## config.mk

```make
export PLATFORM = sky130hd
export DESIGN_NAME = gcd_ctrl
export DESIGN_NICKNAME = d
export VERILOG_FILES = /design/src/rtl/gcd_ctrl.sv
export SDC_FILE = /design/constraint.sdc
export NUM_CORES = 1
export LEC_CHECK = 0
export BUFFER_PORTS_ARGS = -buffer_cell sky130_fd_sc_hd__buf_2
export CAP_MARGIN = 0
export CORE_UTILIZATION = 53
export CTS_CLUSTER_DIAMETER = 80
export DETAILED_ROUTE_END_ITERATION = 10
export PLACE_DENSITY = 0.77
export REMOVE_ABC_BUFFERS = 1
export SYNTH_ARGS = -nofsm -noshare
export SYNTH_HDL_FRONTEND = slang
export SYNTH_SLANG_ARGS = --single-unit
```

## constraint.sdc

```tcl
create_clock -name clk -period 3.41 [get_ports clk]
set_clock_uncertainty 0.05 [all_clocks]
set_input_delay 0.1705 -clock clk [delete_from_list [all_inputs] [get_ports clk]]
set_output_delay 0.1705 -clock clk [all_outputs]
set_load 0.05 [all_outputs]
```

## src/rtl/gcd_ctrl.sv

```systemverilog
// gcd_ctrl: control FSM for the subtract-and-swap GCD datapath with an iteration watchdog.
// Define GCD_CTRL_ITER_CNT_EN to expose the iteration counter on iter_cnt_o.
module gcd_ctrl #(
    parameter int CNT_W    = 10,
    parameter int MAX_ITER = 1023
) (
    input  logic             clk,
    input  logic             rst_n,
    input  logic             operands_val,
    output logic             operands_rdy,
    output logic             result_val,
    input  logic             result_rdy,
    input  logic             B_zero,
    input  logic             A_lt_B,
    output logic             A_en,
    output logic             B_en,
    output logic [1:0]       A_mux_sel,
    output logic             B_mux_sel,
    output logic             busy,
    output logic             result_err
`ifdef GCD_CTRL_ITER_CNT_EN
    ,
    output logic [CNT_W-1:0] iter_cnt_o
`endif
);
    typedef enum logic [1:0] {IDLE, CALC, DONE} state_t;
    localparam logic [CNT_W-1:0] cnt_max = CNT_W'(MAX_ITER);
    state_t           state, state_nxt;
    logic [CNT_W-1:0] iter_cnt, cnt_nxt;
    logic             err, err_nxt;
    always_ff @(posedge clk or negedge rst_n) begin
        if (!rst_n) begin
            state    <= IDLE;
            iter_cnt <= '0;
            err      <= 1'b0;
        end else begin
            state    <= state_nxt;
            iter_cnt <= cnt_nxt;
            err      <= err_nxt;
        end
    end
    // Outputs are gated by rst_n so everything reads 0 while reset is held.
    always_comb begin
        state_nxt    = state;
        cnt_nxt      = iter_cnt;
        err_nxt      = err;
        operands_rdy = 1'b0;
        result_val   = 1'b0;
        result_err   = 1'b0;
        busy         = 1'b0;
        A_en         = 1'b0;
        B_en         = 1'b0;
        A_mux_sel    = 2'b00;
        B_mux_sel    = 1'b0;
        if (rst_n) begin
            case (state)
                IDLE: begin
                    operands_rdy = 1'b1;
                    if (operands_val) begin
                        A_en      = 1'b1;
                        B_en      = 1'b1;
                        B_mux_sel = 1'b1;
                        cnt_nxt   = '0;
                        err_nxt   = 1'b0;
                        state_nxt = CALC;
                    end
                end
                CALC: begin
                    busy = 1'b1;
                    if (B_zero) begin
                        err_nxt   = 1'b0;
                        state_nxt = DONE;
                    end else if (iter_cnt == cnt_max) begin
                        err_nxt   = 1'b1;
                        state_nxt = DONE;
                    end else begin
                        A_en      = 1'b1;
                        B_en      = A_lt_B;
                        A_mux_sel = A_lt_B ? 2'b10 : 2'b01;
                        cnt_nxt   = iter_cnt + CNT_W'(1);
                    end
                end
                DONE: begin
                    result_val = 1'b1;
                    result_err = err;
                    if (result_rdy) state_nxt = IDLE;
                end
                default: state_nxt = IDLE;
            endcase
        end
    end
`ifdef GCD_CTRL_ITER_CNT_EN
    assign iter_cnt_o = iter_cnt;
`endif
endmodule

```

* Word level (Yosys, flattened, before mapping)
Index checks and enable logic that the tools add are counted.
** Word-level totals
- Flip-flop bits (word level) :: 13
- Logic and storage cells :: 54
- Bits of input ports :: 6
- Output and inout bits :: 9
** Operators by class
- Add/sub/neg operators :: 1
- Reductions and logical operators :: 5
- Equal/unequal tests :: 8
- Muxes and demuxes :: 37
** Operators by type and width (number)
- 2-to-1 mux 10 bit :: 3
- 2-to-1 mux 1 bit :: 20
- case mux 10 bit (2 select lines) :: 1
- 2-to-1 mux 2 bit :: 9
- adder 10 x 1 -> 10 bit, second input constant :: 1
- == test 10 bit, second input constant :: 1
- inequality test 2 bit, second input constant :: 4
- AND reduction 4 bit :: 2
- case mux 1 bit (2 select lines) :: 3
- case mux 2 bit (3 select lines) :: 1
- AND reduction 5 bit :: 1
- inequality test 3 bit, second input constant :: 1
- == test 2 x 1 -> 1 bit, second input constant :: 1
- == test 2 bit, second input constant :: 1
- zero test 2 bit :: 1
- nonzero test 2 bit :: 1

* Depth between registers and ports, before layout
- Depth in word-level cells :: 5
- Mapped depth :: 6
- Gate-level depth less buffers :: 6

* Least setup slack after synthesis
OpenSTA, ideal clock, no wires.
- Path kind :: reg2out
- Start point :: register iter_cnt[0]
- End point :: output A_mux_sel[0]
- Arrival :: 1916 ps
- Data required time :: 3189 ps
- Stages on the path, launching flop included :: 5
- Slack :: 1273 ps
- Cell sequence :: dfrtp_1 -> ha_1 -> nand4_2 -> nor3_1 -> nor3_1
** Between the ends
- Word-level cells in the longest chain between the ends :: 5
** Ends and longest elaborated chain
- start: declaration :: line 29 : logic [CNT_W-1:0] iter_cnt, cnt_nxt;
- start signal: assignment :: line 38 : iter_cnt <= cnt_nxt;
- == test 10 bit :: line 73 : end else if (iter_cnt == cnt_max) begin
- 2-to-1 mux 2 bit :: line 73
- 2-to-1 mux 2 bit :: line 70 : if (B_zero) begin
- 2-to-1 mux 2 bit :: line 56 : case (state)
- 2-to-1 mux 2 bit :: line 55 : if (rst_n) begin
- end: declaration :: line 17 : output logic [1:0] A_mux_sel,
No other way between the ends.

* Final worst setup path
- Start point :: register iter_cnt[0]
- End point :: output B_en
** Between the ends
- Word-level cells in the longest chain between the ends :: 5
** Ends and longest elaborated chain
- == test 10 bit :: line 73
- 2-to-1 mux 1 bit :: line 73
- 2-to-1 mux 1 bit :: line 70
- case mux 1 bit (2 select lines) :: line 56
- 2-to-1 mux 1 bit :: line 55
- end: declaration :: line 16 : output logic B_en,
No other way between the ends.

==> run_results.csv <==
group,metric,value,unit
setup_path,cp-start-kind,"flop",
clocking,post_cts_buffers,0,
sta,setup_tns,0,ns
final_layout,layout.nets,111,
sta,setup_violations,0,
logic_synthesis,synth_area,818,µm²
placed_design,numPortBuffers,14,
power,comb_power_share,44.5,%
routing,dr.pass1.iters,4,
setup_path,crit_type,"reg2out",
clocking,clkLatencyLatePin,0.27,ns
logic_synthesis,ys.warnings.count,0,
global_routing,grt_pass1_wl,2710,µm
sta,min_period,2.29,ns
power,clkPwrFrac,16.2,%
clocking,clock-sinks,13,
setup_path,r2r-start,"iter_cnt[0]",
routing,ant_nets,0,
setup_path,crit_start,"iter_cnt[0]",
power,netSwitchingFraction,44.8,%
floorplan,die_h,41.3,µm
routing,drc,0,
sta,rsz0062_at_grt,"no",
global_routing,first_global_vias,628,
global_routing,track_usage,25.1,%
logic_synthesis,synth-edff-count,0,
logic_synthesis,syn_area_per_cell,9.51,µm²
final_layout,drive_gt1_share,26.2,%
global_routing,grt_max_degree,22,
sta,finalMaxSlewViolations,0,
logic_synthesis,ys.flop_type,"dfrtp_1",
routing,wirelength,1640,µm
floorplan,boundaryPins,15,
logic_synthesis,async_flop_share,100,%
floorplan,die-area,1700,µm²
final_layout,areaGrowthSynthToFinish,14.2,%
clocking,root_buffer,"clkbuf_4",
clocking,cts_tree,"yes",
worst_hold_path,hold_start,"result_rdy",
power,p_int,0.000314,W
setup_path,required,3.19,ns
placed_design,dpl.hpwl,1240,µm
power,power_frac_seq,39.3,%
logic_synthesis,synth_cells,86,
global_routing,grt_overflow,0,
setup_path,end_kind,"primary output",
clocking,clkTransAtPathRegs,0.08,ns
setup_path,crit_fanout,8,
power,p_sw,0.000254,W
final_layout,postLayoutCoreUtil,68.4,%
logic_synthesis,synth-seq-area-share,39.8,%
final_layout,diodes,0,
clocking,cts_buffers,3,
sta,slew_headroom,57.5,%
power,power.leakage,0.439,nW
routing,vias_per_cell,6.08,
global_routing,antenna_found_initial,0,
sta,worstMarginPinSlew,0.637,ns
power,peakVddDrop,0.405,mV
clocking,h-tree-depth,1,
floorplan,coreArea,1370,µm²
sta,period_share,67.1,%
logic_synthesis,synth-seq-cells,13,
floorplan,die_w,41.3,µm
final_layout,final_cell_mix,"buf_2, dfrtp_1, o21ai_0",
power,p_per_area,607,nW/µm²
sta,final_hold_viol_count,0,
placed_design,place_congestion,0.765,
setup_path,arrival,2.07,ns
worst_hold_path,hold_path_class,"in2reg",
floorplan,start_util,59.9,%
routing,wl_per_cell,13.9,µm
routing,drtIter0Drc,16,
run,maxCapViolations,0,
status,status,"finished clean",
sta,fmax,437,MHz
floorplan,rows,13,
final_layout,layout_commonest_cell,"buf_2",
logic_synthesis,synth.distinct_cells,37,
clocking,clk_path_buf_depth,2,
routing,vias,717,
==> through the flow <==
stage | cells | area, µm² | setup slack (ns) | hold WS (ns) | power (W)
final | 118 | 935 | 1.12 | 0.113 | 0.000568
after global routing | 118 | 935 | 0.958 | 0.122 | 0.000609
after CTS | 118 | 935 | 1.10 | 0.108 | 0.000573
after detailed placement | 113 | 898 | 1.42 | 0.0633 | 0.000479
after global placement | 113 | 898 | 1.45 | 0.0535 | 0.000473
after floorplan | 84 | 810 | 1.27 | -0.175 | 0.000417
==> power groups by stage <==
stage / registers, W / clock network, W / logic (W)
after floorplan: 0.000215 / 0 / 0.000202
after global placement: 0.000223 / 0 / 0.000250
after detailed placement: 0.000226 / 0 / 0.000252
after CTS: 0.000223 / 0.0000954 / 0.000254
after global routing: 0.000231 / 0.000100 / 0.000278
final: 0.000223 / 0.0000920 / 0.000253
==> registers in the layout (all words and copies together) (netlist names) <==
signal    flops
err           1
iter_cnt     10
state         2
==> per-layer routing <==
metal / routed length [µm] / track usage, % / up-vias / part of all wire (%)
met5: 0 / 0 / - / 0
met4: 21 / 9.68 / 0 / 1.3
met3: 82 / 7.98 / 5 / 5.0
met2: 752 / 40.6 / 17 / 46
met1: 781 / 31.1 / 333 / 48
li1: - / - / 362 / -
==> timing repair <==
action,CTS,global route
hold buffers,1,0
hold endpoints to repair,13,0
gates resized for setup,0,0
==> cells by family (layout without fill, tap and decap cells) <==
logic type               Yosys count  count (layout)  share of synthesized area (%)
adder cells (fa/ha/maj)            1               1                           1.53
AND/OR/NAND/NOR                   40              40                           31.5
multiplexers                       2               2                           2.60
buffers and inverters              5              22                           2.75
flip-flops                        13              13                           39.8
AO/OA/AOI/OAI                     25              25                           21.9
==> synthesized netlist by cell type (2+ instances only) <==
cell | n | area [µm²]
inv_1 | 2 | 7.51
nand3_1 | 4 | 20.0
nor4_1 | 2 | 12.5
o21ai_0 | 9 | 45.0
and4bb_2 | 2 | 25.0
a21oi_1 | 4 | 20.0
dfrtp_1 | 13 | 325
and3_1 | 2 | 12.5
nand2_1 | 8 | 30.0
nor2b_1 | 5 | 31.3
and2_1 | 2 | 12.5
a31oi_2 | 2 | 25.0
a31oi_1 | 3 | 18.8
nor2_1 | 3 | 11.3
nor3_1 | 3 | 15.0
==> layout make-up <==
type	instances	area, µm²
Multi-Input combinational cell	68	470
Fill cell	125	432
Sequential cell	13	325
Timing Repair Buffer	15	80.1
Clock buffer	4	26.3
Tap cell	15	18.8
Inverter	3	13.8
==> worst max-delay path: stages (launching register included) <==
cell     delay [ns]
dfrtp_1        0.39
ha_1           0.23
nand4_2        0.16
o31a_4         0.45
and2_4         0.17
or2_1          0.19
buf_2          0.21
==> path summary, 6_finish.rpt <==
kind                                to  slack, ns  cells after the start
max reg2reg                iter_cnt[3]       1.65                      6
max                               B_en       1.12                      6
max in group asynchronous  iter_cnt[4]       2.74                      2
min reg2reg                        err       0.45                      2
min                           state[1]       0.11                      4
min in group asynchronous     state[1]       0.29                      2
No activity file was read; power rests on OpenSTA's default activity.
